### config.mk
export PLATFORM = sky130hd
export DESIGN_NAME = uart_tx_wrapper
export DESIGN_NICKNAME = d
export VERILOG_FILES = /design/src/rtl/uart_tx_wrapper_pkg.sv /design/src/rtl/uart_tx_wrapper_tx_fifo.sv /design/src/rtl/uart_tx_wrapper.sv
export SDC_FILE = /design/constraint.sdc
export NUM_CORES = 1
export LEC_CHECK = 0
export BUFFER_PORTS_ARGS = -buffer_cell sky130_fd_sc_hd__buf_2
export CAP_MARGIN = 20
export CORE_UTILIZATION = 50
export DETAILED_ROUTE_END_ITERATION = 8
export GPL_ROUTABILITY_DRIVEN = 0
export GPL_TIMING_DRIVEN = 0
export PLACE_DENSITY = 0.7
export REMOVE_ABC_BUFFERS = 1
export SYNTH_ARGS = -nofsm -noshare
export SYNTH_HDL_FRONTEND = slang
export SYNTH_SLANG_ARGS = --single-unit
### constraint.sdc
create_clock -name clk -period 2.95 [get_ports clk]
set_input_delay 0.295 -clock clk [delete_from_list [all_inputs] [get_ports clk]]
set_output_delay 0.295 -clock clk [all_outputs]
set_load 0.05 [all_outputs]
### src/rtl/uart_tx_wrapper_pkg.sv
// Shared definitions for the UART transmitter peripheral: register word
// offsets, STATUS/CTRL bit positions and serializer state encoding.
// Optional parity support is selected with the UART_TX_PARITY_EN macro.
package uart_tx_wrapper_pkg;

  localparam logic [1:0] ADDR_TXDATA  = 2'd0;
  localparam logic [1:0] ADDR_STATUS  = 2'd1;
  localparam logic [1:0] ADDR_BAUDDIV = 2'd2;
  localparam logic [1:0] ADDR_CTRL    = 2'd3;

  localparam int ST_BUSY    = 0;
  localparam int ST_EMPTY   = 1;
  localparam int ST_FULL    = 2;
  localparam int ST_OVF     = 3;
  localparam int ST_CNT_LSB = 4;
  localparam int ST_CNT_W   = 7;

  localparam int CTRL_EN      = 0;
  localparam int CTRL_CLR     = 1;
  localparam int CTRL_OVF_CLR = 2;
  localparam int CTRL_PAR_ODD = 3;

  typedef enum logic [2:0] {
    S_IDLE   = 3'd0,
    S_START  = 3'd1,
    S_DATA   = 3'd2,
    S_PARITY = 3'd3,
    S_STOP   = 3'd4
  } tx_state_e;

endpackage

### src/rtl/uart_tx_wrapper_tx_fifo.sv
// Synchronous transmit FIFO with push, pop and clear. A push while full is
// accepted only when a pop happens on the same edge.
module tx_fifo #(
  parameter int DEPTH  = 8,
  parameter int DATA_W = 8
) (
  input  logic                    clk,
  input  logic                    reset,
  input  logic                    push,
  input  logic                    pop,
  input  logic                    clear,
  input  logic [DATA_W-1:0]       wdata,
  output logic [DATA_W-1:0]       rdata,
  output logic                    full,
  output logic                    empty,
  output logic [$clog2(DEPTH):0]  count
);

  localparam int AW = $clog2(DEPTH);

  logic [DATA_W-1:0] mem [DEPTH];
  logic [AW-1:0]     wr_ptr;
  logic [AW-1:0]     rd_ptr;
  logic              do_push;
  logic              do_pop;

  assign empty   = (count == '0);
  assign full    = (count == (AW+1)'(DEPTH));
  assign do_pop  = pop && !empty;
  assign do_push = push && (!full || do_pop);
  assign rdata   = mem[rd_ptr];

  // Pointer and occupancy tracking; clear discards all queued entries.
  always_ff @(posedge clk or negedge reset) begin
    if (!reset) begin
      wr_ptr <= '0;
      rd_ptr <= '0;
      count  <= '0;
    end else if (clear) begin
      wr_ptr <= '0;
      rd_ptr <= '0;
      count  <= '0;
    end else begin
      if (do_push) wr_ptr <= wr_ptr + 1'b1;
      if (do_pop)  rd_ptr <= rd_ptr + 1'b1;
      case ({do_push, do_pop})
        2'b10:   count <= count + 1'b1;
        2'b01:   count <= count - 1'b1;
        default: count <= count;
      endcase
    end
  end

  // Storage array, written only on an accepted push.
  always_ff @(posedge clk) begin
    if (do_push) mem[wr_ptr] <= wdata;
  end

endmodule

### src/rtl/uart_tx_wrapper.sv
// Memory-mapped UART transmitter: register window, read mux, FIFO and
// baud-timed serializer. Define UART_TX_PARITY_EN to add a parity bit
// (CTRL[3] selects odd parity).
module uart_tx_wrapper
  import uart_tx_wrapper_pkg::*;
#(
  parameter int FIFO_DEPTH = 8,
  parameter int DIV_W      = 16
) (
  input  logic        clk,
  input  logic        reset,
  input  logic        we,
  input  logic [1:0]  address,
  input  logic [31:0] data_in,
  output logic [31:0] data_out,
  output logic        tx,
  output logic        irq
);

  localparam int CNT_W = $clog2(FIFO_DEPTH) + 1;

  logic             wr_txdata, wr_baud, wr_ctrl;
  logic [DIV_W-1:0] baud_div;
  logic             enable;
  logic             parity_odd;
  logic             overflow;
  logic             fifo_clear;
  logic [7:0]       fifo_rdata;
  logic             fifo_full, fifo_empty;
  logic [CNT_W-1:0] fifo_count;

  tx_state_e        state_q, state_d;
  logic             pop;
  logic [DIV_W-1:0] baud_cnt;
  logic             bit_end;
  logic [2:0]       bit_idx;
  logic [7:0]       shift_q;
  logic             par_q;
  logic             busy;

  assign wr_txdata  = we && (address == ADDR_TXDATA);
  assign wr_baud    = we && (address == ADDR_BAUDDIV);
  assign wr_ctrl    = we && (address == ADDR_CTRL);
  assign fifo_clear = wr_ctrl && data_in[CTRL_CLR];
  assign bit_end    = (baud_cnt == '0);
  assign busy       = (state_q != S_IDLE);
  assign irq        = fifo_empty && !busy;

  tx_fifo #(.DEPTH(FIFO_DEPTH), .DATA_W(8)) u_fifo (
    .clk   (clk),
    .reset (reset),
    .push  (wr_txdata),
    .pop   (pop),
    .clear (fifo_clear),
    .wdata (data_in[7:0]),
    .rdata (fifo_rdata),
    .full  (fifo_full),
    .empty (fifo_empty),
    .count (fifo_count)
  );

  // Configuration registers and the sticky overflow flag.
  always_ff @(posedge clk or negedge reset) begin
    if (!reset) begin
      baud_div <= '0;
      enable   <= 1'b0;
      overflow <= 1'b0;
    end else begin
      if (wr_baud) baud_div <= data_in[DIV_W-1:0];
      if (wr_ctrl) begin
        enable <= data_in[CTRL_EN];
        if (data_in[CTRL_OVF_CLR]) overflow <= 1'b0;
      end
      if (wr_txdata && fifo_full && !pop) overflow <= 1'b1;
    end
  end

`ifdef UART_TX_PARITY_EN
  // Parity sense, writable and readable through CTRL.
  always_ff @(posedge clk or negedge reset) begin
    if (!reset)       parity_odd <= 1'b0;
    else if (wr_ctrl) parity_odd <= data_in[CTRL_PAR_ODD];
  end
`else
  assign parity_odd = 1'b0;
`endif

  // Serializer state register.
  always_ff @(posedge clk or negedge reset) begin
    if (!reset) state_q <= S_IDLE;
    else        state_q <= state_d;
  end

  // Next-state logic and pop decision; every bit ends when baud_cnt hits 0.
  always_comb begin
    state_d = state_q;
    pop     = 1'b0;
    case (state_q)
      S_IDLE: begin
        if (enable && !fifo_empty) begin
          pop     = 1'b1;
          state_d = S_START;
        end
      end
      S_START: if (bit_end) state_d = S_DATA;
      S_DATA: begin
        if (bit_end && (bit_idx == 3'd7)) begin
`ifdef UART_TX_PARITY_EN
          state_d = S_PARITY;
`else
          state_d = S_STOP;
`endif
        end
      end
      S_PARITY: if (bit_end) state_d = S_STOP;
      S_STOP:   if (bit_end) state_d = S_IDLE;
      default:  state_d = S_IDLE;
    endcase
  end

  // Bit timer and data bit index; divisor is resampled only at bit boundaries.
  always_ff @(posedge clk or negedge reset) begin
    if (!reset) begin
      baud_cnt <= '0;
      bit_idx  <= 3'd0;
    end else if (pop) begin
      baud_cnt <= baud_div;
      bit_idx  <= 3'd0;
    end else if (busy) begin
      if (bit_end) begin
        baud_cnt <= baud_div;
        if (state_q == S_DATA) bit_idx <= bit_idx + 3'd1;
      end else begin
        baud_cnt <= baud_cnt - 1'b1;
      end
    end
  end

  // Frame data: byte captured on pop, shifted out LSB first.
  always_ff @(posedge clk) begin
    if (pop) begin
      shift_q <= fifo_rdata;
      par_q   <= (^fifo_rdata) ^ parity_odd;
    end else if ((state_q == S_DATA) && bit_end) begin
      shift_q <= {1'b0, shift_q[7:1]};
    end
  end

  // Serial line level from the current state; idle and stop are high.
  always_comb begin
    tx = 1'b1;
    case (state_q)
      S_START:  tx = 1'b0;
      S_DATA:   tx = shift_q[0];
      S_PARITY: tx = par_q;
      default:  tx = 1'b1;
    endcase
  end

  // Register read mux; unused bits read as zero.
  always_comb begin
    data_out = '0;
    case (address)
      ADDR_STATUS: begin
        data_out[ST_BUSY]  = busy;
        data_out[ST_EMPTY] = fifo_empty;
        data_out[ST_FULL]  = fifo_full;
        data_out[ST_OVF]   = overflow;
        data_out[ST_CNT_LSB +: ST_CNT_W] = ST_CNT_W'(fifo_count);
      end
      ADDR_BAUDDIV: data_out[DIV_W-1:0] = baud_div;
      ADDR_CTRL: begin
        data_out[CTRL_EN]      = enable;
        data_out[CTRL_PAR_ODD] = parity_odd;
      end
      default: data_out = '0;
    endcase
  end

endmodule

After elaboration in Yosys (flattened, before gate mapping)
Memory sizes are Yosys's and may differ from the RTL's.
Cells that the tools add are included.
{"block": "classes", "n_addsub": 6, "mul": 0, "div_mod_pow": 0, "n_lt_le_gt_ge": 0, "eq_ne": 16, "shift": 0, "n_mux": 34, "bitwise": 0, "n_reduce_logical": 35}
{"operator": "$mux 16", "n": 3}
{"operator": "$mux 3", "n": 13}
{"operator": "$logic_not 16->1", "n": 1}
{"operator": "$mux 8", "n": 2}
{"operator": "$reduce_bool 2->1", "n": 8}
{"operator": "$sub 16x1->16 const B", "n": 1}
{"operator": "$pmux 3 s5", "n": 1}
{"operator": "$pmux 7 s2", "n": 1}
{"operator": "$logic_and 1x1->1", "n": 12}
{"operator": "$ne 2x2->1 const B", "n": 5}
{"operator": "$add 3x1->3 const B", "n": 3}
{"operator": "$pmux 4 s2", "n": 1}
{"operator": "$reduce_xor 8->1", "n": 1}
{"operator": "$mux 1", "n": 7}
{"operator": "$eq 2x2->1 const B", "n": 3}
{"operator": "$eq 3x2->1 const B", "n": 2}
{"operator": "$eq 3x3->1 const B", "n": 2}
{"operator": "$pmux 1 s3", "n": 2}
{"operator": "$reduce_bool 3->1", "n": 2}
{"operator": "$mux 5", "n": 1}
{"operator": "$reduce_and 5->1", "n": 1}
{"operator": "$add 4x1->4 const B", "n": 1}
{"operator": "$eq 2x1->1 const B", "n": 2}
{"operator": "$eq 4x4->1 const B", "n": 1}
{"operator": "12 further kinds", "n": 15}
{"block": "word_totals", "register_bits": 59, "latchBits": 0, "mem_bits_rw": 64, "romBits": 0, "inputBits": 37, "output_inout_bits": 34, "elab_cells": 103, "n_memories": 1}
{"memory": "u_fifo.mem", "words": 8, "width": 8, "rd": 1, "rd_ports_with_merged_regs": 0, "wr": 1, "line": "uart_tx_wrapper_tx_fifo.sv:21", "source": "logic [DATA_W-1:0] mem [DEPTH];"}

Longest topological paths before layout
Gate-level depths: netlist (run 1).
{"block": "logic_depth", "word_depth": 11, "depth_mapped": 10, "depth_no_buf": 10}

Modules after synthesis
From an unflattened synthesis (run 1), not the netlist that was laid out.
{"block": "hier_totals", "hier_cells": 479, "hier_area_um2": 6124.6}
{"module": "tx_fifo", "instances": 1, "cells_each": 174, "area_each_um2": 3196.8, "seq_area_each_um2": 2172.1}
{"module": "uart_tx_wrapper", "instances": 1, "cells_each": 305, "area_each_um2": 2927.8, "seq_area_each_um2": 1271.2}

Worst setup path before layout (run 1)
Ideal clock, no wire load.
{"block": "synth_path", "path_type": "register -> register", "startpoint": "reg state_q[1]", "endpoint": "mem u_fifo.mem[0][0] (enable)", "setup_time_ns": 0.383, "arrival_time_ns": 2.129, "t_required_ns": 2.567, "setup_slack_ns": 0.438, "stages_incl_launch_ff": 6, "path_buffers": 1, "period_less_slack_ns": 2.512, "cell_sequence": "dfrtp_1 clkbuf_1 or4b_1 a21boi_2 nand2b_1 nor3_1"}
{"block": "synth_between", "elab_chain_len": 7}
{"item": "from (decl)", "line": "uart_tx_wrapper.sv:32", "source": "tx_state_e state_q, state_d;"}
{"item": "from (signal assigned)", "line": "uart_tx_wrapper.sv:91", "source": "else state_q <= state_d;"}
{"item": "$logic_not 3->1", "line": "uart_tx_wrapper.sv:98", "source": "case (state_q)"}
{"item": "$mux 1", "line": "uart_tx_wrapper.sv:98"}
{"item": "$logic_and 1x1->1", "line": "uart_tx_wrapper_tx_fifo.sv:29", "source": "assign do_pop = pop && !empty;"}
{"item": "$logic_or 1x1->1", "line": "uart_tx_wrapper_tx_fifo.sv:30", "source": "assign do_push = push && (!full || do_pop);"}
{"item": "$logic_and 1x1->1", "line": "uart_tx_wrapper_tx_fifo.sv:30"}
{"item": "$mux 1", "line": "uart_tx_wrapper_tx_fifo.sv:56", "source": "if (do_push) mem[wr_ptr] <= wdata;"}
{"item": "$mux 1 (implied by the code)", "line": "uart_tx_wrapper_tx_fifo.sv:56"}
{"item": "to (decl)", "line": "uart_tx_wrapper_tx_fifo.sv:21"}
Every way passes these cells.

Worst setup path after layout (run 1)
{"block": "layout_path", "startpoint": "reg u_fifo.count[2]", "endpoint": "reg baud_cnt[15]"}
{"block": "layout_between", "elab_chain_len": 6, "word_cells_on_any_way": 7, "classes_between": "mux: 3; reduce/logical: 4"}
{"item": "from (decl)", "line": "uart_tx_wrapper_tx_fifo.sv:16", "source": "output logic [$clog2(DEPTH):0] count"}
{"item": "from (signal assigned)", "line": "uart_tx_wrapper_tx_fifo.sv:47", "source": "2'b10: count <= count + 1'b1;"}
{"item": "from (signal assigned)", "line": "uart_tx_wrapper_tx_fifo.sv:48", "source": "2'b01: count <= count - 1'b1;"}
{"item": "from (signal assigned)", "line": "uart_tx_wrapper_tx_fifo.sv:49", "source": "default: count <= count;"}
{"item": "$logic_not 4->1 (*)", "line": "uart_tx_wrapper_tx_fifo.sv:27", "source": "assign empty = (count == '0);"}
{"item": "$logic_not 1->1 (*)", "line": "uart_tx_wrapper.sv:100", "source": "if (enable && !fifo_empty) begin"}
{"item": "$logic_and 1x1->1 (*)", "line": "uart_tx_wrapper.sv:100"}
{"item": "$mux 1 (*)", "line": "uart_tx_wrapper.sv:100"}
{"item": "$mux 1 (*)", "line": "uart_tx_wrapper.sv:98"}
{"item": "$mux 16 or $reduce_bool 2->1 (tied branches)"}
{"item": "to (signal assigned)", "line": "uart_tx_wrapper.sv:127", "source": "baud_cnt <= baud_div;"}
{"item": "to (signal assigned)", "line": "uart_tx_wrapper.sv:131", "source": "baud_cnt <= baud_div;"}
{"item": "to (signal assigned)", "line": "uart_tx_wrapper.sv:134", "source": "baud_cnt <= baud_cnt - 1'b1;"}
{"item": "to (decl)", "line": "uart_tx_wrapper.sv:34", "source": "logic [DIV_W-1:0] baud_cnt;"}
Mark *: on every way between the ends. The rest lies on a longest branch, timed or not.
A chain may end at the register's enable or synchronous reset.

==> flow_metrics.tcl, run 1 <==
set metrics [dict create \
    post_route_cells_drive_above_1_share_pct 24.67 \
    yosys_register_bits 123 \
    dp_cells 664 \
    ys_warn_count 0 \
    portion_of_total_power_attributed_to_sequential_cells_pct 40.5 \
    grt_pass1_wl_um 21100 \
    worst-endpoint-required_ns 3.25 \
    h-tree-depth 4 \
    grt_start_max_net_pins 31 \
    post-route-min-period_ns 2.739 \
    synthTopCellsByArea "sky130_fd_sc_hd__edfxtp_1, sky130_fd_sc_hd__dfrtp_1, sky130_fd_sc_hd__mux4_2" \
    worst-setup-path-type "register to register" \
    power_leakage_nw 2.697 \
    path_max_fanout 30 \
    synth_cells 483 \
    clk_path_buf_depth 2 \
    max_freq_ghz 0.3651 \
    finish.utilization_pct 58.93 \
    initial_antenna_violation_count 0 \
    async_reset_ff_share_pct 40.65 \
    grt_pass1_vias 3964 \
    drt_wl_total_um 13010 \
    distinct_cell_type_count_of_the_synthesized_netlist 63 \
    grt_setup_unrepaired "no" \
    cts-root-buf "sky130_fd_sc_hd__clkbuf_16" \
    fp.dieW_um 113.3 \
    end_kind "register" \
    worst_skew_pair.late_latency_ns 0.42 \
    seq_area_frac_synth_pct 55.57 \
    tightest_slew_ns 0.9865 \
    mappedNetlistArea_mm2 0.006196 \
    power_density_relative_to_cell_area_mw_per_mm2 862.1 \
    power.net_switching_mw 2.000 \
    syn-mean-instance-area_um2 12.83 \
    cp-start-kind "register" \
    core_region_area_mm2 0.01206 \
    reg2reg_setup_slack_ns 0.21 \
    finClkSkew_ns 0.008148 \
    layout_commonest_cell "sky130_fd_sc_hd__edfxtp_1" \
    slew_headroom_pct 34.24 \
    result_of_the_run "complete, no violations" \
    drv_cap 0 \
    io_pins 71 \
    row_count 40 \
    start_util_pct 51.37 \
    cts.sinks 123 \
    synth.largest_area_cell "sky130_fd_sc_hd__edfxtp_1" \
    cts-buffers-inserted 17 \
    detailedRoute.firstPassIterationCount 5 \
    swShare_pct 32.64 \
    synthToLayoutAreaGrowth_pct 14.72 \
    comb_power_share_pct 24.9 \
    clock_tree_from_tritoncts "done" \
    layoutNonFillerInstCount 699 \
    critical_path_arrival_ns 3.04 \
    critical_path_cell_by_cell "or4_4 > nand3_4 > inv_2 > nor2_4 > mux2_1 > o22a_1" \
    fp.dieH_um 113.3 \
    antenna-diode-count 0 \
    port_buffers 38 \
    vias_per_cell 5.778 \
    drt_first_iter_violations 312 \
    hold_violations 0 \
    worst_ir_drop_vdd_v 0.0003987 \
    wl_per_cell_um 18.61 \
    remaining_drc_errors 0 \
    final_antenna_net_count 0 \
    internal_power_mw 4.128 \
    slowest_delay_ns 0.60 \
    power.clock.fraction_pct 34.6 \
    final_cell_mix "sky130_fd_sc_hd__edfxtp_1, sky130_fd_sc_hd__dfrtp_1, sky130_fd_sc_hd__buf_2" \
    final_nets 568 \
    dp.final_hpwl_um 8462 \
    synth_edf_count 73 \
    track_usage_pct 22.13 \
    crit_path_top_delay_cell "sky130_fd_sc_hd__or4_4" \
    holdCritPathClass "input port to register" \
    timing.final.max_slew_violations 0 \
    fin_crit_sh_pct 92.85 \
    grt-ovfl-total 0 \
    synthDominantCellAreaShare_pct 35.38 \
    report.final.setup_viol 0 \
    design.die.area_mm2 0.01284 \
    via_count 4039 \
    cts.clk_slew.worst_paths_ns 0.06 \
    synth-main-ff-cell "sky130_fd_sc_hd__edfxtp_1" \
]
## cells in the mapped netlist (2+ instances only)
| cell type | n |
|---|---|
| sky130_fd_sc_hd__nand2_1 | 24 |
| sky130_fd_sc_hd__xnor2_1 | 14 |
| sky130_fd_sc_hd__or3_1 | 6 |
| sky130_fd_sc_hd__xor2_1 | 13 |
| sky130_fd_sc_hd__buf_2 | 10 |
| sky130_fd_sc_hd__nor3_2 | 2 |
| sky130_fd_sc_hd__inv_1 | 8 |
| sky130_fd_sc_hd__nor3b_1 | 2 |
| sky130_fd_sc_hd__a22oi_1 | 10 |
| sky130_fd_sc_hd__o2bb2ai_1 | 2 |
| sky130_fd_sc_hd__clkbuf_1 | 12 |
| sky130_fd_sc_hd__nand3_1 | 10 |
| sky130_fd_sc_hd__a211oi_1 | 3 |
| sky130_fd_sc_hd__buf_4 | 16 |
| sky130_fd_sc_hd__nor2_1 | 27 |
| sky130_fd_sc_hd__o311ai_1 | 2 |
| sky130_fd_sc_hd__nor4_2 | 2 |
| sky130_fd_sc_hd__ha_1 | 12 |
| sky130_fd_sc_hd__or4_4 | 2 |
| sky130_fd_sc_hd__nor2b_1 | 7 |
| sky130_fd_sc_hd__nand2b_1 | 5 |
| sky130_fd_sc_hd__mux2_2 | 17 |
| sky130_fd_sc_hd__o21ai_0 | 9 |
| sky130_fd_sc_hd__edfxtp_1 | 73 |
| sky130_fd_sc_hd__o22ai_1 | 2 |
| sky130_fd_sc_hd__buf_6 | 3 |
| sky130_fd_sc_hd__mux2i_1 | 28 |
| sky130_fd_sc_hd__nor3_1 | 13 |
| sky130_fd_sc_hd__mux4_2 | 16 |
| sky130_fd_sc_hd__and2_1 | 9 |
| sky130_fd_sc_hd__a21oi_1 | 20 |
| sky130_fd_sc_hd__nor4_1 | 4 |
| sky130_fd_sc_hd__o21ai_1 | 13 |
| sky130_fd_sc_hd__o22a_1 | 3 |
| sky130_fd_sc_hd__nand4_1 | 6 |
| sky130_fd_sc_hd__dfrtp_1 | 50 |
| sky130_fd_sc_hd__a41oi_1 | 2 |
## sequential cells by signal, summed over array words and instances (netlist names), 3 cells and up
name and flops:
baud_div 16, u_fifo.mem 64, u_fifo.wr_ptr 3, baud_cnt 16
u_fifo.rd_ptr 3, u_fifo.count 4, bit_idx 3, state_q 3
shift_q 8
## critical path, delay by kind of cell (launching register included)
kind / cells / cell delay (ns)
buf+inv: 1 / 0.25
mux: 1 / 0.36
flops: 1 / 0.47
simple gates: 3 / 1.35
compound gates: 1 / 0.19
## metal layers
metal  vias to the layer above  GRT usage (%)  part of all wire, %
li1                       1847              -                    -
met4                         0          9.825                  2.1
met2                       143          32.88                   47
met1                      2021          31.40                   46
met3                        28          4.821                  4.8
met5                         -              0                    0
## power by group through the flow
stage                     Sequential, mW  Combinational, mW  Clock (mW)
after detailed placement            2.50               1.50           0
after floorplan                     2.41               1.15           0
after global routing                2.53               1.67        2.22
after global placement              2.50               1.40           0
after CTS                           2.47               1.51        2.15
final                               2.48               1.53        2.12
## path summary, 6_finish.rpt
path | startpoint | endpoint | depth (start not counted)
worst max register to register | u_fifo.count[2] | baud_cnt[15] | 6
min in group asynchronous | reset | baud_cnt[3] | 2
max in group asynchronous | reset | baud_div[3] | 3
worst min-delay path | data_in[9] | baud_div[9] | 2
worst max-delay path | u_fifo.count[2] | baud_cnt[15] | 6
worst min register to register | bit_idx[0] | bit_idx[0] | 1
## kinds of logic (layout without fill, tap and decap cells)
logic type / after synthesis / after routing / share of synthesized area (%)
fa+ha+maj: 12 / 12 / 2.423
mux: 62 / 62 / 13.61
compound gates: 75 / 75 / 7.674
other cells: 1 / 16 / 0.06052
xor+xnor: 27 / 27 / 3.817
simple gates: 131 / 131 / 11.89
flops: 123 / 123 / 55.57
buf+inv: 52 / 85 / 4.947
## metrics by stage
step                worst slack [ns]  cell area, µm²  hold slack, ns  total power, mW  setup TNS (ns)
global placement             -0.2449            6380          0.4700            3.900          -2.976
global route                 0.03851            7108          0.1015            6.415               0
CTS                          0.01726            7057         0.09348            6.121               0
floorplan                     0.5128            5979      -0.0005911            3.556               0
finish                        0.2109            7108          0.1065            6.128               0
detailed placement           0.01957            6441          0.2940            3.993               0
## final cells by class
cell class                 count  area [µm²]
sequential                   123        3443
fill                         947        4954
inverter                       9       33.78
clock inverter                13       166.4
timing repair buffer          45       275.3
clock buffer                  18       439.2
multi-input combinational    323        2540
tap                          168       210.2
## repair_timing
| item | 4_1_cts | 5_1_grt |
|---|---|---|
| resized for setup | 0 | 7 |
| hold endpoints to repair | 20 | 0 |
| hold buffers | 1 | 0 |
| setup endpoints to repair | 0 | 47 |
| setup buffers | 0 | 3 |
Note: power is estimated with default switching activity, not from simulation.
==> run 2, diff against run 1 <==
--- a/config.mk
+++ b/config.mk
@@ -5,6 +5,7 @@
 export SDC_FILE = /design/constraint.sdc
 export NUM_CORES = 1
 export LEC_CHECK = 0
+export ABC_AREA = 1
 export BUFFER_PORTS_ARGS = -buffer_cell sky130_fd_sc_hd__buf_2
 export CAP_MARGIN = 20
 export CORE_UTILIZATION = 50
==> run 2 against run 1 <==
Utilization decreased by 0.71 points. Final area is 3.4% higher. Highest routed layer unchanged. Routed wire length grew 10%. Largest cell class unchanged. Largest power group is now combinational cells. Critical path type unchanged.
==> flow_metrics.tcl, run 2 <==
set metrics [dict create \
    worst_r2r_endpoint "u_fifo.mem[5][4]" \
    grt_start_max_net_pins 32 \
    path_max_fanout 8 \
    critical_path_arrival_ns 2.57 \
    layout_commonest_cell "sky130_fd_sc_hd__nand2_1" \
    cp-start-kind "register" \
    grt_pass1_wl_um 23490 \
    h-tree-depth 4 \
    initial_antenna_violation_count 0 \
    hold-path-endpoint "baud_div[10]" \
    ys_warn_count 0 \
    worst-endpoint-required_ns 2.99 \
    post-cts-setup-buffers 0 \
    seq_area_frac_synth_pct 53.24 \
    grt_pass1_vias 4808 \
    via_count 5009 \
    synth.largest_area_cell "sky130_fd_sc_hd__edfxtp_1" \
    yosys_register_bits 123 \
    cts.clk_slew.worst_paths_ns 0.06 \
    min_path_cells 2 \
    post_route_cells_drive_above_1_share_pct 15.00 \
    end_kind "register" \
    detailedRoute.firstPassIterationCount 5 \
    reg2reg_setup_slack_ns 0.42 \
    synth_edf_count 73 \
    post-route-min-period_ns 2.534 \
    mappedNetlistArea_mm2 0.006467 \
    timing.final.max_slew_violations 0 \
    port_buffers 38 \
    drt_first_iter_violations 317 \
    drt_wl_total_um 14320 \
    num-fill-cells 1087 \
    grt_setup_unrepaired "no" \
    post_synth_most_frequent_cells "sky130_fd_sc_hd__nand2_1, sky130_fd_sc_hd__nor2_1, sky130_fd_sc_hd__edfxtp_1" \
    synthTopCellsByArea "sky130_fd_sc_hd__edfxtp_1, sky130_fd_sc_hd__dfrtp_1, sky130_fd_sc_hd__nand2_1" \
    fin_worst_hold_slack_ns 0.09963 \
    worst_ir_drop_vdd_v 0.0004076 \
    final_design_area_no_fill_mm2 0.007347 \
    timing.rr.start "state_q[1]" \
    fin_crit_sh_pct 85.90 \
    tightest_slew_ns 1.078 \
    finClkSkew_ns 0.01051 \
    hold_violations 0 \
    fin_total_pwr_mw 7.835 \
    slew_headroom_pct 27.89 \
    wl_per_cell_um 15.04 \
    largest_registers "u_fifo.mem: 64 flops, baud_cnt: 16 flops, baud_div: 16 flops" \
    synthMostInstantiatedCell "sky130_fd_sc_hd__nand2_1" \
    fp.dieH_um 115.7 \
    row_count 41 \
    cts.repair.resized 0 \
    worstHoldStart "data_in[10]" \
    power_density_relative_to_cell_area_mw_per_mm2 1066 \
    synthDominantCellAreaShare_pct 33.89 \
    synth_cells 734 \
    drv_cap 0 \
    clock_tree_from_tritoncts "done" \
    rr_worst_depth 9 \
    fp.dieW_um 115.7 \
    max_freq_ghz 0.3946 \
    report.final.setup_viol 0 \
    synth-main-ff-cell "sky130_fd_sc_hd__edfxtp_1" \
    vias_per_cell 5.262 \
    largest-register "u_fifo.mem" \
    final_nets 816 \
    final_cell_mix "sky130_fd_sc_hd__nand2_1, sky130_fd_sc_hd__nor2_1, sky130_fd_sc_hd__edfxtp_1" \
    result_of_the_run "complete, no violations" \
    cts-root-buf "sky130_fd_sc_hd__clkbuf_16" \
    worst_skew_pair.late_latency_ns 0.42 \
    remaining_drc_errors 0 \
    antenna-diode-count 0 \
    design.die.area_mm2 0.01339 \
    track_usage_pct 23.60 \
    syn-mean-instance-area_um2 8.811 \
    start_util_pct 51.25 \
    flip_flop_count_of_the_largest_register_all_copies_and_words_added 64 \
    final_antenna_net_count 0 \
    synthToLayoutAreaGrowth_pct 13.60 \
    worst-setup-path-type "register to register" \
    holdCritPathClass "input port to register" \
    dpl-instance-area_mm2 0.006680 \
    core_region_area_mm2 0.01262 \
    io_pins 71 \
    startpoint "state_q[1]" \
    power_leakage_nw 3.336 \
    cts.sinks 123 \
    async_reset_ff_share_pct 40.65 \
    dp.final_hpwl_um 9400 \
    distinct_cell_type_count_of_the_synthesized_netlist 41 \
    cts-buffers-inserted 17 \
    clk_path_buf_depth 2 \
    grt-ovfl-total 0 \
    setup-tns-final_ns 0 \
]
==> run 2: cell types whose count changed in the layout (fill, tap and decap cells not counted), moves of 16 or more <==
cell and change:
sky130_fd_sc_hd__nand2_1 +168, sky130_fd_sc_hd__nor2_1 +82, sky130_fd_sc_hd__inv_1 +49, sky130_fd_sc_hd__mux2i_1 -28
sky130_fd_sc_hd__nand3_1 +23, sky130_fd_sc_hd__o21ai_0 +23, sky130_fd_sc_hd__mux4_2 -16, sky130_fd_sc_hd__o21ai_1 +16
==> run 2: kinds of logic after synthesis <==
family	Yosys count	synth area share [%]
mux	6	1.045
compound gates	110	9.634
flops	123	53.24
buf+inv	110	8.571
simple gates	359	23.37
xor+xnor	13	1.761
fa+ha+maj	12	2.321
other cells	1	0.05798
==> run 2: worst max-delay path by stage <==
stage,to,slack [ns],depth (start not counted)
3_5_place_dp,u_fifo.mem[5][5],0.42,9
5_1_grt,u_fifo.mem[5][4],0.23,9
6_report,u_fifo.mem[5][4],0.42,9
2_1_floorplan,par_q,0.82,11
4_1_cts,u_fifo.mem[5][4],0.40,9
3_3_place_gp,par_q,0.05,11
==> run 2: repair_timing <==
action / 4_1_cts / 5_1_grt
endpoints found under the setup margin: 0 / 0
hold endpoints to repair: 20 / 0
hold buffers: 1 / 0
==> run 2: routing by layer <==
metal	GRT usage (%)	vias to the layer above	part of all wire, %
met3	6.015	29	6.0
met2	38.12	180	49
met1	29.86	2367	43
met4	11.28	0	2.5
met5	0	-	0
li1	-	2433	-
==> run 2: layout make-up <==
cell class	instances	area (µm²)	share of cell area, %
Tap cell	172	215.2	2.929
Multi-Input combinational cell	516	2526	34.38
Timing Repair Buffer	41	247.7	3.372
Clock buffer	20	436.7	5.943
Sequential cell	123	3443	46.87
Clock inverter	12	220.2	2.997
Inverter	68	257.7	3.508
==> run 2: report_power, final <==
part / total [mW] / switching [mW] / internal [mW]
Sequential: 2.56 / 0.380 / 2.18
Combinational: 2.95 / 1.98 / 0.967
Clock: 2.33 / 0.747 / 1.58
Total: 7.83 / 3.11 / 4.73
==> run 2: per-stage QoR <==
step / instances / worst slack [ns] / util, %
finish: 952 / 0.4159 / 58.22
floorplan: 707 / 0.8204 / -
CTS: 952 / 0.4049 / 58.22
global route: 952 / 0.2295 / 58.22
detailed placement: 919 / 0.4235 / 52.93
global placement: 917 / 0.05004 / 52.56
==> run 2: worst max-delay path, stage by stage (launching register included) <==
cell                      delay, ns
sky130_fd_sc_hd__dfrtp_1       0.41
sky130_fd_sc_hd__inv_2         0.08
sky130_fd_sc_hd__nand2_2       0.06
sky130_fd_sc_hd__inv_1         0.09
sky130_fd_sc_hd__nand2_2       0.13
sky130_fd_sc_hd__nor2_8        0.20
sky130_fd_sc_hd__o21ai_2       0.11
sky130_fd_sc_hd__nor2_1        0.15
sky130_fd_sc_hd__inv_1         0.11
sky130_fd_sc_hd__nor2_1        0.80
